## config.mk

```make
export PLATFORM = sky130hd
export DESIGN_NAME = irq_encoder8
export DESIGN_NICKNAME = d
export VERILOG_FILES = /design/src/rtl/irq_encoder8.sv
export SDC_FILE = /design/constraint.sdc
export NUM_CORES = 1
export LEC_CHECK = 0
export ABC_AREA = 1
export BUFFER_PORTS_ARGS = -buffer_cell sky130_fd_sc_hd__buf_4
export CELL_PAD_IN_SITES_DETAIL_PLACEMENT = 2
export CELL_PAD_IN_SITES_GLOBAL_PLACEMENT = 2
export CORE_MARGIN = 2
export CORE_UTILIZATION = 21
export DETAILED_ROUTE_END_ITERATION = 7
export PLACE_DENSITY = 0.83
export SYNTH_ARGS = -nofsm -noshare
export SYNTH_HDL_FRONTEND = slang
export SYNTH_SLANG_ARGS = --single-unit
```

## constraint.sdc

```tcl
create_clock -name clk -period 0.9 [get_ports clk]
set_input_delay 0.09 -clock clk [delete_from_list [all_inputs] [get_ports clk]]
set_output_delay 0.09 -clock clk [all_outputs]
set_load 0.05 [all_outputs]
```

## src/rtl/irq_encoder8.sv

```systemverilog
// Sticky 8-request capture with priority encode into a held valid/ready code.
// Latency: req edge k -> pending after k, out_valid after k+1; one bubble per accept.
// Backpressure: code frozen while out_ready=0; later requests accumulate in pending.
module irq_encoder8 #(
    parameter bit LSB_FIRST = 1'b0
) (
    input  logic       clk,
    input  logic       rst,
    input  logic       en,
    input  logic [7:0] req,
    output logic [2:0] out_code,
    output logic       out_valid,
    input  logic       out_ready,
    output logic [7:0] pending,
    output logic       overflow
);

    typedef enum logic {
        IDLE = 1'b0,
        HOLD = 1'b1
    } state_t;

    state_t     state;
    logic       fire;
    logic [7:0] clr;
    logic [7:0] req_gated;
    logic [2:0] enc_code;

    function automatic logic [2:0] prio_enc(input logic [7:0] vec);
        logic [2:0] code;
        code = 3'd0;
        if (LSB_FIRST) begin
            for (int i = 7; i >= 0; i--) begin
                if (vec[i]) code = 3'(i);
            end
        end else begin
            for (int i = 0; i < 8; i++) begin
                if (vec[i]) code = 3'(i);
            end
        end
        return code;
    endfunction

    always_comb begin
        fire      = (state == HOLD) && out_ready;
        clr       = fire ? (8'h01 << out_code) : 8'h00;
        req_gated = en ? req : 8'h00;
        enc_code  = prio_enc(pending);
    end

    always_ff @(posedge clk) begin
        if (rst) begin
            state     <= IDLE;
            pending   <= 8'h00;
            out_code  <= 3'd0;
            out_valid <= 1'b0;
            overflow  <= 1'b0;
        end else begin
            // A new event on the bit being accepted survives the clear.
            pending  <= (pending & ~clr) | req_gated;
            overflow <= |(req_gated & pending & ~clr);
            case (state)
                IDLE: begin
                    if (pending != 8'h00) begin
                        out_code  <= enc_code;
                        out_valid <= 1'b1;
                        state     <= HOLD;
                    end
                end
                HOLD: begin
                    if (out_ready) begin
                        out_valid <= 1'b0;
                        state     <= IDLE;
                    end
                end
                default: begin
                    out_valid <= 1'b0;
                    state     <= IDLE;
                end
            endcase
        end
    end

endmodule
```

# Word level (Yosys, flattened, before mapping)
# Cells that the tools add are included.
# word_totals
in_bits	12
out_inout_bits	13
register_bits	14
word_cells	34
# classes
n_eq_ne	2
shifts	1
reduce_logical	5
bitwise_logic	6
mux	15
# op_table
operator	count
$and A8 B8 Y8	3
$mux W8	2
$mux W3	5
$not A8 Y8	1
$or A8 B8 Y8	1
$reduce_bool A8 Y1	1
$reduce_or A8 Y1	1
$shl A1 B3 Y8 const A	1
$mux W1	5
$ne A2 B2 Y1 const B	2
$pmux W1 S2	2
$reduce_and A2 Y1	2
$mux W2	1
$logic_and A1 B1 Y1	1
$not A1 Y1	1

# Longest topological paths before layout
# Gate-level depths: netlist of run 1.
# logic_depth
depth_word	7
depth_mapped	8
depth_no_buf	8

# Worst setup path before layout of run 1
# No wires, ideal clock.
# synth_timing
kind	register -> register
startpoint	reg out_code[2]
endpoint	reg overflow
synth_period_minus_slack_ps	1408
setup_ps	132
slack_ps	-508
t_required_ps	768
path_stages_with_launch	6
arrival_time_ps	1275
n_path_buf	0
path_cell_list	dfxtp_1 -> nand3_2 -> o21ai_0 -> nand2_1 -> nor2_1 -> a21oi_1
# synth_between
elab_chain_cells	5
# synth_lines
item	line_no	rtl
start: declaration	11	output logic [2:0] out_code,
start signal: assignment	65	out_code <= enc_code;
$shl A1 B3 Y8	46	clr = fire ? (8'h01 << out_code) : 8'h00;
$mux W8	46	
$not A8 Y8	61	overflow <= |(req_gated & pending & ~clr);
$and A8 B8 Y8	61	
$reduce_or A8 Y1	61	
end signal: assignment	61	
end: declaration	15	output logic overflow
# No other way between the ends.
# A chain may end at the register's enable or synchronous reset.

# Worst setup path after layout of run 1
# layout_timing
startpoint	reg pending[6]
endpoint	reg out_valid
# layout_between
elab_chain_cells	3
# layout_lines
item	line_no	rtl
start: declaration	14	output logic [7:0] pending,
start signal: assignment	60	pending <= (pending & ~clr) | req_gated;
$reduce_bool A8 Y1	64	if (pending != 8'h00) begin
$ne A2 B2 Y1 (no source line)	-	
$reduce_and A2 Y1 (no source line)	-	
end signal: assignment	66	out_valid <= 1'b1;
end signal: assignment	72	out_valid <= 1'b0;
end signal: assignment	77	out_valid <= 1'b0;
end: declaration	12	output logic out_valid,
# No other way between the ends.

==> report_table.html, run 1 <==
<table>
<tr><th>Metric</th><th>Value</th></tr>
<tr><th colspan="2">Run status</th></tr>
<tr><td>Outcome</td><td>finished, violations left</td></tr>
<tr><td>Failing checks</td><td>negative setup slack</td></tr>
<tr><th colspan="2">Timing</th></tr>
<tr><td>Max Transition Viols Final</td><td>0</td></tr>
<tr><td>Hold Fails Final Rpt</td><td>0</td></tr>
<tr><td>Hold WS</td><td>51.4 ps</td></tr>
<tr><td>Total negative setup slack</td><td>-4020 ps</td></tr>
<tr><td>Final number of setup-violating endpoints</td><td>26</td></tr>
<tr><td>RSZ-0062 raised after global routing</td><td>yes</td></tr>
<tr><td>Measured slew at the worst slew-check pin</td><td>240 ps</td></tr>
<tr><td>Final cycle utilization of the critical path</td><td>133%</td></tr>
<tr><td>Final worst-path setup slack</td><td>-300 ps</td></tr>
<tr><td>Relative slew margins</td><td>83.8%</td></tr>
<tr><td>Final clock skew</td><td>2.88 ps</td></tr>
<tr><td>Final critical path time including I/O delays and setup</td><td>1200 ps</td></tr>
<tr><td>Achievable clock frequency</td><td>834 MHz</td></tr>
<tr><th colspan="2">Routing</th></tr>
<tr><td>Vias per cell</td><td>4.67</td></tr>
<tr><td>Routed wire length</td><td>4290 µm</td></tr>
<tr><td>M1 wire length</td><td>1580 µm</td></tr>
<tr><td>Number of iterations in the first detailed-routing pass</td><td>4</td></tr>
<tr><td>Highest Signal Layer</td><td>met4</td></tr>
<tr><td>Met3 wire len</td><td>166 µm</td></tr>
<tr><td>DRC violation count after routing</td><td>0</td></tr>
<tr><td>WL per Instance</td><td>19.4 µm</td></tr>
<tr><td>Starting DRT DRC Count</td><td>15</td></tr>
<tr><td>DR WL met2</td><td>2420 µm</td></tr>
<tr><td>Vias post-DR</td><td>1031</td></tr>
<tr><td>Remaining number of nets flagged by the antenna check after routing</td><td>0</td></tr>
<tr><th colspan="2">Clocking</th></tr>
<tr><td>Max H-tree Level</td><td>1</td></tr>
<tr><td>Clock latency reported for the late side of the worst-skew pair</td><td>310 ps</td></tr>
<tr><td>Cts bufs inserted</td><td>3</td></tr>
<tr><td>Root buffer cell</td><td>sky130_fd_sc_hd__clkbuf_4</td></tr>
<tr><td>Clock-pin transition on the worst setup and hold timing paths</td><td>100 ps</td></tr>
<tr><td>Largest buffer count on any clock path</td><td>2</td></tr>
<tr><td>CTS tree</td><td>done</td></tr>
<tr><td>Sink Count</td><td>14</td></tr>
<tr><th colspan="2">Die</th></tr>
<tr><td>Die Y</td><td>62.8 µm</td></tr>
<tr><td>Starting utilization of the core area</td><td>21.8%</td></tr>
<tr><td>Number of placement rows</td><td>21</td></tr>
<tr><td>Top-level port count</td><td>25</td></tr>
<tr><td>Core region area</td><td>3340 µm²</td></tr>
<tr><td>Overall die area</td><td>3950 µm²</td></tr>
<tr><td>Die width</td><td>62.8 µm</td></tr>
<tr><th colspan="2">Power and ir drop</th></tr>
<tr><td>PwrDens</td><td>1530 nW/µm²</td></tr>
<tr><td>IR Drop Worst-Case VDD</td><td>781 µV</td></tr>
<tr><td>Leakage power</td><td>0.715 nW</td></tr>
<tr><th colspan="2">Global route</th></tr>
<tr><td>Antenna violations before repair</td><td>0</td></tr>
<tr><td>Number of global-route vias before repair</td><td>1152</td></tr>
<tr><td>Final global-route overflow total</td><td>0</td></tr>
<tr><td>Global-route wire length before repair</td><td>5950 µm</td></tr>
<tr><td>GR Util All Layers</td><td>20.1%</td></tr>
<tr><td>Maximum number of pins on one net before global-route repair</td><td>12</td></tr>
<tr><th colspan="2">Setup path</th></tr>
<tr><td>Start point of the critical path</td><td>pending[6]</td></tr>
<tr><td>R2r worst-path depth</td><td>6</td></tr>
<tr><td>Endpoint required time on the critical path</td><td>1110 ps</td></tr>
<tr><td>Worst R2R End</td><td>out_valid</td></tr>
<tr><td>Maximum fanout encountered on the critical timing path</td><td>5</td></tr>
<tr><td>Worst setup path endpoint</td><td>out_valid</td></tr>
<tr><td>CP Data Arrival Time</td><td>1410 ps</td></tr>
<tr><td>Reg2reg setup slack</td><td>-300 ps</td></tr>
<tr><td>Reg2Reg Launch Point</td><td>pending[6]</td></tr>
<tr><td>Sort of element at the end of the critical path</td><td>flop</td></tr>
<tr><td>Crit path kind</td><td>flop to flop</td></tr>
<tr><td>Kind of start point of the critical path</td><td>flop</td></tr>
<tr><th colspan="2">Logic synthesis</th></tr>
<tr><td>Proportion of netlist area held by the largest area contributor</td><td>38.6%</td></tr>
<tr><td>Register area share after synthesis</td><td>38.6%</td></tr>
<tr><td>Seq cells post-synth</td><td>14</td></tr>
<tr><td>Post-synth top area cell</td><td>sky130_fd_sc_hd__dfxtp_1</td></tr>
<tr><td>Dominant cells by area after synthesis</td><td>sky130_fd_sc_hd__dfxtp_1 (39%), sky130_fd_sc_hd__nand2_1 (19%), sky130_fd_sc_hd__nor2_1 (11%)</td></tr>
<tr><td>Number of nets produced by synthesis</td><td>131</td></tr>
<tr><td>Number of distinct library cells after synthesis</td><td>16</td></tr>
<tr><td>Yosys warns</td><td>0</td></tr>
<tr><td>Synthesized area per cell</td><td>6.11 µm²</td></tr>
<tr><td>Post-synthesis instance total</td><td>119</td></tr>
<tr><td>Mapped Area</td><td>727 µm²</td></tr>
<tr><th colspan="2">Worst hold path</th></tr>
<tr><td>Kind of path behind the tightest hold check</td><td>input port to flop</td></tr>
<tr><th colspan="2">Job</th></tr>
<tr><td>Max Cap Violations</td><td>0</td></tr>
<tr><th colspan="2">Cells and area</th></tr>
<tr><td>Final cell count without fillers</td><td>221</td></tr>
<tr><td>Final #Nets</td><td>188</td></tr>
<tr><td>Post-synthesis to final-layout area growth</td><td>114%</td></tr>
<tr><td>Antenna cells</td><td>0</td></tr>
<tr><td>Fraction of layout cells with a size suffix above 1</td><td>62.9%</td></tr>
<tr><td>Commonest non-fill, non-tap cells in the layout</td><td>sky130_fd_sc_hd__nand2_1 (25), sky130_fd_sc_hd__buf_4 (25), sky130_fd_sc_hd__buf_6 (16)</td></tr>
<tr><th colspan="2">Placement</th></tr>
<tr><td>Weighted congestion reported at the end of routability-driven placement</td><td>0.737</td></tr>
<tr><td>Half-perimeter wire length after placement</td><td>2440 µm</td></tr>
<tr><td>Number of buffers added on ports</td><td>24</td></tr>
<tr><td>Number of instances in the placed design</td><td>208</td></tr>
</table>
[power breakdown]
| part | total [mW] | switching (mW) | internal [mW] | leakage, nW |
|---|---|---|---|---|
| clock | 0.518 | 0.271 | 0.247 | 0.0210 |
| sequential | 0.799 | 0.116 | 0.683 | 0.124 |
| combinational | 1.05 | 0.584 | 0.470 | 0.570 |
[worst max-delay path, stage by stage (launching register included)]
cell	delay, ps
sky130_fd_sc_hd__dfxtp_4	380
sky130_fd_sc_hd__nor2_4	140
sky130_fd_sc_hd__nand4_1	170
sky130_fd_sc_hd__nand2_2	190
sky130_fd_sc_hd__inv_2	80
sky130_fd_sc_hd__nor2_2	90
sky130_fd_sc_hd__nor2_1	50
[Yosys cell counts]
| library cell | count |
|---|---|
| sky130_fd_sc_hd__nand3_1 | 1 |
| sky130_fd_sc_hd__clkbuf_1 | 1 |
| sky130_fd_sc_hd__dfxtp_1 | 14 |
| sky130_fd_sc_hd__inv_1 | 16 |
| sky130_fd_sc_hd__nand2_2 | 1 |
| sky130_fd_sc_hd__nor2_1 | 21 |
| sky130_fd_sc_hd__nor2_2 | 2 |
| sky130_fd_sc_hd__inv_2 | 1 |
| sky130_fd_sc_hd__nand3_2 | 1 |
| sky130_fd_sc_hd__nand4_1 | 1 |
| sky130_fd_sc_hd__o21ai_1 | 3 |
| sky130_fd_sc_hd__a21oi_1 | 12 |
| sky130_fd_sc_hd__o21ai_0 | 6 |
| sky130_fd_sc_hd__nor2_4 | 1 |
| sky130_fd_sc_hd__buf_2 | 1 |
| sky130_fd_sc_hd__nand2_1 | 37 |
[registers in the layout, indices dropped and copies added (netlist names)]
register,count
out_valid,1
out_code,3
pending,8
overflow,1
state,1
[worst min path at each step]
| stage | from | cells past startpoint | endpoint | slack [ps] |
|---|---|---|---|---|
| final | rst | 2 | pending[0] | 50 |
| after global routing | req[5] | 3 | pending[5] | 60 |
| after CTS | rst | 2 | pending[0] | 50 |
| after detailed placement | rst | 2 | pending[5] | 370 |
| after global placement | rst | 2 | pending[2] | 360 |
| after floorplan | rst | 3 | out_code[0] | 250 |
[routing by layer]
metal  GRT usage (%)  vias to the layer above
met5               0                        -
met2            39.1                       33
met3            3.24                       14
li1                -                      482
met1            21.1                      502
met4            8.06                        0
[cell type report]
class / count / area, µm²
Clock buffer: 4 / 36.3
Fill cell: 391 / 1780
Inverter: 17 / 66.3
Multi-Input combinational cell: 86 / 503
Sequential cell: 14 / 328
Tap cell: 46 / 57.6
Timing Repair Buffer: 54 / 563
[per-stage QoR]
| stage | utilization, % | power [mW] | setup slack [ps] | area [µm²] |
|---|---|---|---|---|
| finish | 46.6 | 2.37 | -300 | 1550 |
| global route | 46.6 | 2.48 | -382 | 1550 |
| CTS | 43.5 | 2.22 | -228 | 1450 |
| detailed placement | 35.3 | 1.50 | -209 | 1180 |
| global placement | 35.3 | 1.46 | -184 | 1180 |
| floorplan | - | 1.16 | -125 | 792 |
[repair_timing]
item	in CTS	in global routing
hold buffers	0	0
endpoints found under the setup margin	26	27
pin swaps	9	16
resized for setup	61	22
setup buffers	4	6
[logic make-up after synthesis]
| family | Yosys count | synth area share, % |
|---|---|---|
| AOI/OAI and AO/OA | 21 | 14.5 |
| buffers and inverters | 19 | 9.98 |
| DFF | 14 | 38.6 |
| and+or+nand+nor | 65 | 37.0 |
Power figures use the tool's default switching activity.
==> run 2: changes to the inputs <==
--- a/config.mk
+++ b/config.mk
@@ -9,10 +9,13 @@
 export BUFFER_PORTS_ARGS = -buffer_cell sky130_fd_sc_hd__buf_4
 export CELL_PAD_IN_SITES_DETAIL_PLACEMENT = 2
 export CELL_PAD_IN_SITES_GLOBAL_PLACEMENT = 2
+export CORE_ASPECT_RATIO = 0.7
 export CORE_MARGIN = 2
 export CORE_UTILIZATION = 21
 export DETAILED_ROUTE_END_ITERATION = 7
+export HOLD_SLACK_MARGIN = 0.03
 export PLACE_DENSITY = 0.83
+export SKIP_LAST_GASP = 1
 export SYNTH_ARGS = -nofsm -noshare
 export SYNTH_HDL_FRONTEND = slang
 export SYNTH_SLANG_ARGS = --single-unit
==> report_table.html, run 2 (synthesized netlist as in run 1, its figures left out) <==
<table>
<tr><th>Metric</th><th>Value</th></tr>
<tr><th colspan="2">Clocking</th></tr>
<tr><td>Clock-pin transition on the worst setup and hold timing paths</td><td>70 ps</td></tr>
<tr><td>Root buffer cell</td><td>sky130_fd_sc_hd__clkbuf_8</td></tr>
<tr><td>CTS tree</td><td>done</td></tr>
<tr><td>Clock latency reported for the late side of the worst-skew pair</td><td>260 ps</td></tr>
<tr><td>Max H-tree Level</td><td>1</td></tr>
<tr><td>Cts bufs inserted</td><td>3</td></tr>
<tr><td>Number of buffers added to fix hold violations after cts</td><td>0</td></tr>
<tr><td>Sink Count</td><td>14</td></tr>
<tr><td>Largest buffer count on any clock path</td><td>2</td></tr>
<tr><th colspan="2">Timing</th></tr>
<tr><td>Final number of setup-violating endpoints</td><td>23</td></tr>
<tr><td>Measured slew at the worst slew-check pin</td><td>239 ps</td></tr>
<tr><td>Final clock skew</td><td>8.41 ps</td></tr>
<tr><td>Final cycle utilization of the critical path</td><td>138%</td></tr>
<tr><td>Max Transition Viols Final</td><td>0</td></tr>
<tr><td>RSZ-0062 raised after global routing</td><td>yes</td></tr>
<tr><td>Hold Fails Final Rpt</td><td>0</td></tr>
<tr><td>Relative slew margins</td><td>83.9%</td></tr>
<tr><td>Final critical path time including I/O delays and setup</td><td>1240 ps</td></tr>
<tr><td>Final worst-path setup slack</td><td>-344 ps</td></tr>
<tr><td>Achievable clock frequency</td><td>804 MHz</td></tr>
<tr><th colspan="2">Power and ir drop</th></tr>
<tr><td>Post-layout total power</td><td>2.41 mW</td></tr>
<tr><td>IR Drop Worst-Case VDD</td><td>812 µV</td></tr>
<tr><td>Flop pwr share</td><td>33.1%</td></tr>
<tr><td>PwrDens</td><td>1530 nW/µm²</td></tr>
<tr><td>Part of the power in combinational logic</td><td>42.9%</td></tr>
<tr><td>Switching power summed over all nets</td><td>956 µW</td></tr>
<tr><td>Cell internal pwr</td><td>1.46 mW</td></tr>
<tr><td>Switching share of total power</td><td>39.6%</td></tr>
<tr><td>Clock network fraction of total power</td><td>23.9%</td></tr>
<tr><td>Leakage power</td><td>0.729 nW</td></tr>
<tr><th colspan="2">Setup path</th></tr>
<tr><td>Kind of start point of the critical path</td><td>flop</td></tr>
<tr><td>Worst Path Buf+Inv</td><td>1</td></tr>
<tr><td>Crit path kind</td><td>flop to flop</td></tr>
<tr><td>CP cell instances</td><td>nor2_4, nand4_1, nand2_2, inv_2, nor2_2, nor2_1</td></tr>
<tr><td>Maximum fanout encountered on the critical timing path</td><td>5</td></tr>
<tr><td>Slowest stage delay, CP</td><td>360 ps</td></tr>
<tr><td>Cell type of the slowest stage on the worst timing path</td><td>sky130_fd_sc_hd__dfxtp_4</td></tr>
<tr><td>Top cell family by delay on the critical path</td><td>simple AND/OR/NAND/NOR gates</td></tr>
<tr><td>CP Data Arrival Time</td><td>1390 ps</td></tr>
<tr><td>Endpoint required time on the critical path</td><td>1050 ps</td></tr>
<tr><td>Sort of element at the end of the critical path</td><td>flop</td></tr>
<tr><th colspan="2">Cells and area</th></tr>
<tr><td>Register with the highest flop count</td><td>pending</td></tr>
<tr><td>Fill cell instance count of the final layout</td><td>359</td></tr>
<tr><td>Number of flip-flops in the largest register</td><td>8</td></tr>
<tr><td>Leading cell type in the layout, fill and taps excluded</td><td>sky130_fd_sc_hd__buf_4</td></tr>
<tr><td>Final #Nets</td><td>190</td></tr>
<tr><td>Commonest non-fill, non-tap cells in the layout</td><td>sky130_fd_sc_hd__buf_4 (26), sky130_fd_sc_hd__nand2_1 (24), sky130_fd_sc_hd__buf_6 (21)</td></tr>
<tr><td>Final cell count without fillers</td><td>224</td></tr>
<tr><td>Antenna cells</td><td>0</td></tr>
<tr><td>Largest registers</td><td>pending (8), out_code (3)</td></tr>
<tr><td>Post-synthesis to final-layout area growth</td><td>117%</td></tr>
<tr><td>Fin area</td><td>1580 µm²</td></tr>
<tr><td>Fraction of layout cells with a size suffix above 1</td><td>62.1%</td></tr>
<tr><th colspan="2">Run status</th></tr>
<tr><td>Failing checks</td><td>negative setup slack</td></tr>
<tr><td>Outcome</td><td>finished, violations left</td></tr>
<tr><th colspan="2">Routing</th></tr>
<tr><td>Routed wire length</td><td>4310 µm</td></tr>
<tr><td>Vias per cell</td><td>4.52</td></tr>
<tr><td>Vias post-DR</td><td>1012</td></tr>
<tr><td>Number of iterations in the first detailed-routing pass</td><td>3</td></tr>
<tr><td>DRC violation count after routing</td><td>0</td></tr>
<tr><td>Remaining number of nets flagged by the antenna check after routing</td><td>0</td></tr>
<tr><td>Starting DRT DRC Count</td><td>26</td></tr>
<tr><td>WL per Instance</td><td>19.3 µm</td></tr>
<tr><th colspan="2">Global route</th></tr>
<tr><td>Number of global-route vias before repair</td><td>1111</td></tr>
<tr><td>Antenna violations before repair</td><td>0</td></tr>
<tr><td>GR Util All Layers</td><td>19.5%</td></tr>
<tr><td>Maximum number of pins on one net before global-route repair</td><td>12</td></tr>
<tr><td>Global-route wire length before repair</td><td>5540 µm</td></tr>
<tr><td>Final global-route overflow total</td><td>0</td></tr>
<tr><th colspan="2">Die</th></tr>
<tr><td>Core region area</td><td>3230 µm²</td></tr>
<tr><td>Top-level port count</td><td>25</td></tr>
<tr><td>Overall die area</td><td>3960 µm²</td></tr>
<tr><td>Number of placement rows</td><td>17</td></tr>
<tr><td>Die width</td><td>74.3 µm</td></tr>
<tr><td>Die Y</td><td>53.2 µm</td></tr>
<tr><td>Starting utilization of the core area</td><td>22.5%</td></tr>
<tr><th colspan="2">Placement</th></tr>
<tr><td>Weighted congestion reported at the end of routability-driven placement</td><td>0.916</td></tr>
<tr><td>Cell Area, Placed</td><td>1160 µm²</td></tr>
<tr><td>Half-perimeter wire length after placement</td><td>2450 µm</td></tr>
<tr><td>Number of instances in the placed design</td><td>206</td></tr>
<tr><td>Number of buffers added on ports</td><td>24</td></tr>
<tr><td>Setup slack at placement</td><td>-226 ps</td></tr>
<tr><th colspan="2">Worst hold path</th></tr>
<tr><td>Kind of path behind the tightest hold check</td><td>input port to flop</td></tr>
<tr><th colspan="2">Job</th></tr>
<tr><td>Max Cap Violations</td><td>0</td></tr>
</table>
run 2: metal layers:
| metal | vias to the layer above | routed length, µm | global-route usage, % |
|---|---|---|---|
| met1 | 500 | 1830 | 22.9 |
| met4 | 0 | 71 | 2.68 |
| met2 | 25 | 2260 | 35.9 |
| met3 | 6 | 153 | 5.90 |
| met5 | - | 0 | 0 |
| li1 | 481 | - | - |
run 2: power groups by stage:
stage | Sequential (mW) | Combinational (mW) | Clock (mW)
2_1_floorplan | 0.954 | 0.211 | 0
3_3_place_gp | 0.763 | 0.674 | 0
3_5_place_dp | 0.774 | 0.703 | 0
4_1_cts | 0.776 | 0.872 | 0.583
5_1_grt | 0.808 | 1.09 | 0.626
6_report | 0.800 | 1.04 | 0.578
run 2: what timing repair did:
action                                  4_1_cts  5_1_grt
resized for setup                            41       38
buffers inserted                              8        6
endpoints found under the setup margin       24       25
pin swaps                                     4       17
run 2: cell type report:
type,count,area (µm²),area share [%]
tap,47,58.8,3.72
multi-input combinational,86,515,32.6
timing repair buffer,56,567,35.9
sequential,14,327,20.7
clock buffer,4,45.0,2.85
inverter,17,66.3,4.20
run 2: per-stage QoR:
| stage | TNS (ps) | hold WS, ps | utilization (%) |
|---|---|---|---|
| 6_report | -3670 | 111 | 48.8 |
| 4_1_cts | -2470 | 103 | 43.5 |
| 3_5_place_dp | -1570 | 374 | 35.8 |
| 5_1_grt | -4450 | 113 | 48.8 |
| 2_1_floorplan | -585 | 248 | - |
| 3_3_place_gp | -966 | 365 | 35.8 |
run 2: final timing paths:
path | endpoint | slack, ps | cells past startpoint | from
max | out_code[1] | -340 | 6 | pending[6]
min | pending[7] | 110 | 3 | req[7]
max reg2reg | out_code[1] | -340 | 6 | pending[6]
min reg2reg | out_valid | 500 | 2 | out_valid
run 2: tightest hold or removal path, stage by stage:
cell and delay [ps]:
sky130_fd_sc_hd__buf_4 110, sky130_fd_sc_hd__nand2_1 80, sky130_fd_sc_hd__a21oi_1 60
==> run 3: changes to the inputs <==
--- a/config.mk
+++ b/config.mk
@@ -14,6 +14,7 @@
 export CORE_UTILIZATION = 21
 export DETAILED_ROUTE_END_ITERATION = 7
 export HOLD_SLACK_MARGIN = 0.03
+export MAX_ROUTING_LAYER = met4
 export PLACE_DENSITY = 0.83
 export SKIP_LAST_GASP = 1
 export SYNTH_ARGS = -nofsm -noshare
==> report_table.html, run 3 (synthesized netlist as in run 1, its figures left out) <==
<table>
<tr><th>Metric</th><th>Value</th></tr>
<tr><th colspan="2">Global route</th></tr>
<tr><td>Number of global-route vias before repair</td><td>1111</td></tr>
<tr><td>Antenna violations before repair</td><td>0</td></tr>
<tr><td>GR Util All Layers</td><td>20.0%</td></tr>
<tr><td>Final global-route overflow total</td><td>0</td></tr>
<tr><td>Global-route wire length before repair</td><td>5540 µm</td></tr>
<tr><td>Maximum number of pins on one net before global-route repair</td><td>12</td></tr>
<tr><th colspan="2">Setup path</th></tr>
<tr><td>Crit path kind</td><td>flop to flop</td></tr>
<tr><td>Endpoint required time on the critical path</td><td>1030 ps</td></tr>
<tr><td>Kind of start point of the critical path</td><td>flop</td></tr>
<tr><td>CP Data Arrival Time</td><td>1370 ps</td></tr>
<tr><td>Sort of element at the end of the critical path</td><td>flop</td></tr>
<tr><td>Maximum fanout encountered on the critical timing path</td><td>5</td></tr>
<tr><th colspan="2">Routing</th></tr>
<tr><td>Number of iterations in the first detailed-routing pass</td><td>4</td></tr>
<tr><td>Starting DRT DRC Count</td><td>20</td></tr>
<tr><td>Routed wire length</td><td>4300 µm</td></tr>
<tr><td>Vias post-DR</td><td>1014</td></tr>
<tr><td>WL per Instance</td><td>19.2 µm</td></tr>
<tr><td>Vias per cell</td><td>4.53</td></tr>
<tr><td>Remaining number of nets flagged by the antenna check after routing</td><td>0</td></tr>
<tr><td>DRC violation count after routing</td><td>0</td></tr>
<tr><th colspan="2">Placement</th></tr>
<tr><td>Number of instances in the placed design</td><td>206</td></tr>
<tr><td>Weighted congestion reported at the end of routability-driven placement</td><td>0.932</td></tr>
<tr><td>Half-perimeter wire length after placement</td><td>2450 µm</td></tr>
<tr><td>Setup slack at placement</td><td>-226 ps</td></tr>
<tr><td>Number of buffers added on ports</td><td>24</td></tr>
<tr><th colspan="2">Power and ir drop</th></tr>
<tr><td>PwrDens</td><td>1530 nW/µm²</td></tr>
<tr><td>Post-layout total power</td><td>2.41 mW</td></tr>
<tr><td>Leakage power</td><td>0.729 nW</td></tr>
<tr><td>IR Drop Worst-Case VDD</td><td>812 µV</td></tr>
<tr><th colspan="2">Die</th></tr>
<tr><td>Die width</td><td>74.3 µm</td></tr>
<tr><td>Overall die area</td><td>3960 µm²</td></tr>
<tr><td>Core region area</td><td>3230 µm²</td></tr>
<tr><td>Die Y</td><td>53.2 µm</td></tr>
<tr><td>Number of placement rows</td><td>17</td></tr>
<tr><td>Starting utilization of the core area</td><td>22.5%</td></tr>
<tr><td>Top-level port count</td><td>25</td></tr>
<tr><th colspan="2">Timing</th></tr>
<tr><td>RSZ-0062 raised after global routing</td><td>yes</td></tr>
<tr><td>Max Transition Viols Final</td><td>0</td></tr>
<tr><td>Measured slew at the worst slew-check pin</td><td>289 ps</td></tr>
<tr><td>Final clock skew</td><td>8.66 ps</td></tr>
<tr><td>Relative slew margins</td><td>80.5%</td></tr>
<tr><td>Final number of setup-violating endpoints</td><td>23</td></tr>
<tr><td>Final cycle utilization of the critical path</td><td>137%</td></tr>
<tr><td>Achievable clock frequency</td><td>810 MHz</td></tr>
<tr><td>Final critical path time including I/O delays and setup</td><td>1230 ps</td></tr>
<tr><td>Hold Fails Final Rpt</td><td>0</td></tr>
<tr><td>Final worst-path setup slack</td><td>-335 ps</td></tr>
<tr><th colspan="2">Worst hold path</th></tr>
<tr><td>Kind of path behind the tightest hold check</td><td>input port to flop</td></tr>
<tr><th colspan="2">Clocking</th></tr>
<tr><td>Clock latency reported for the late side of the worst-skew pair</td><td>250 ps</td></tr>
<tr><td>Clock-pin transition on the worst setup and hold timing paths</td><td>70 ps</td></tr>
<tr><td>Sink Count</td><td>14</td></tr>
<tr><td>Root buffer cell</td><td>sky130_fd_sc_hd__clkbuf_8</td></tr>
<tr><td>Largest buffer count on any clock path</td><td>2</td></tr>
<tr><td>CTS tree</td><td>done</td></tr>
<tr><td>Number of buffers added to fix hold violations after cts</td><td>0</td></tr>
<tr><td>Max H-tree Level</td><td>1</td></tr>
<tr><td>Cts bufs inserted</td><td>3</td></tr>
<tr><th colspan="2">Cells and area</th></tr>
<tr><td>Register with the highest flop count</td><td>pending</td></tr>
<tr><td>Final cell count without fillers</td><td>224</td></tr>
<tr><td>Final #Nets</td><td>190</td></tr>
<tr><td>Leading cell type in the layout, fill and taps excluded</td><td>sky130_fd_sc_hd__buf_4</td></tr>
<tr><td>Area taken by flip-flops and latches</td><td>327 µm²</td></tr>
<tr><td>Post-synthesis to final-layout area growth</td><td>117%</td></tr>
<tr><td>Fraction of layout cells with a size suffix above 1</td><td>62.1%</td></tr>
<tr><td>Combined area of the multi-input logic cells</td><td>515 µm²</td></tr>
<tr><td>Antenna cells</td><td>0</td></tr>
<tr><td>Largest registers</td><td>pending (8), out_code (3)</td></tr>
<tr><td>Fill cell instance count of the final layout</td><td>359</td></tr>
<tr><td>Commonest non-fill, non-tap cells in the layout</td><td>sky130_fd_sc_hd__buf_4 (26), sky130_fd_sc_hd__nand2_1 (24), sky130_fd_sc_hd__buf_6 (21)</td></tr>
<tr><td>Number of flip-flops in the largest register</td><td>8</td></tr>
<tr><th colspan="2">Job</th></tr>
<tr><td>Max Cap Violations</td><td>0</td></tr>
<tr><th colspan="2">Run status</th></tr>
<tr><td>Outcome</td><td>finished, violations left</td></tr>
<tr><td>Failing checks</td><td>negative setup slack</td></tr>
</table>
run 3: cell counts in the layout (fill, tap and decap cells not counted):
Identical to the previous run, type by type.
run 3: layer usage:
metal	vias to the layer above	GRT usage, %	share of wire [%]
li1	481	-	-
met1	500	23.1	43
met2	27	35.9	52
met3	6	5.52	3.1
met4	0	2.68	1.6
met5	-	-	0
run 3: repair_timing:
item | in CTS | in global routing
setup endpoints to repair | 24 | 25
cloned | 0 | 0
gates resized for setup | 41 | 38
pin swaps | 4 | 17
buffers inserted | 8 | 6
run 3: path summary, 6_finish.rpt:
path	start	slack [ps]	depth (start not counted)	endpoint
setup / recovery	state	-330	6	overflow
hold / removal	req[7]	110	3	pending[7]
setup reg to reg	state	-330	6	overflow
hold reg to reg	out_valid	500	2	out_valid
run 3: worst max-delay path, cell delays in order (launching register included):
cell and delay (ps):
sky130_fd_sc_hd__dfxtp_4 370, sky130_fd_sc_hd__buf_6 100, sky130_fd_sc_hd__nand3_4 140, sky130_fd_sc_hd__o21ai_1 210, sky130_fd_sc_hd__nand2_2 110, sky130_fd_sc_hd__nor2_2 100, sky130_fd_sc_hd__a21oi_1 90
run 3: metrics by stage:
step	instance area, µm²	utilization, %	setup TNS (ps)	hold WS [ps]
3_5_place_dp	1160	35.8	-1570	374
6_report	1580	48.8	-3550	112
3_3_place_gp	1160	35.8	-966	365
4_1_cts	1410	43.5	-2470	103
2_1_floorplan	792	-	-585	248
5_1_grt	1580	48.8	-4450	113
run 3: area by class of cell:
type | count | share of cell area (%)
Multi-Input combinational cell | 86 | 32.6
Sequential cell | 14 | 20.7
Timing Repair Buffer | 56 | 35.9
Clock buffer | 4 | 2.85
Tap cell | 47 | 3.72
Inverter | 17 | 4.20
run 3: power breakdown:
group          internal [mW]  switching (mW)
clock                  0.314           0.261
combinational          0.461           0.575
sequential             0.683           0.117
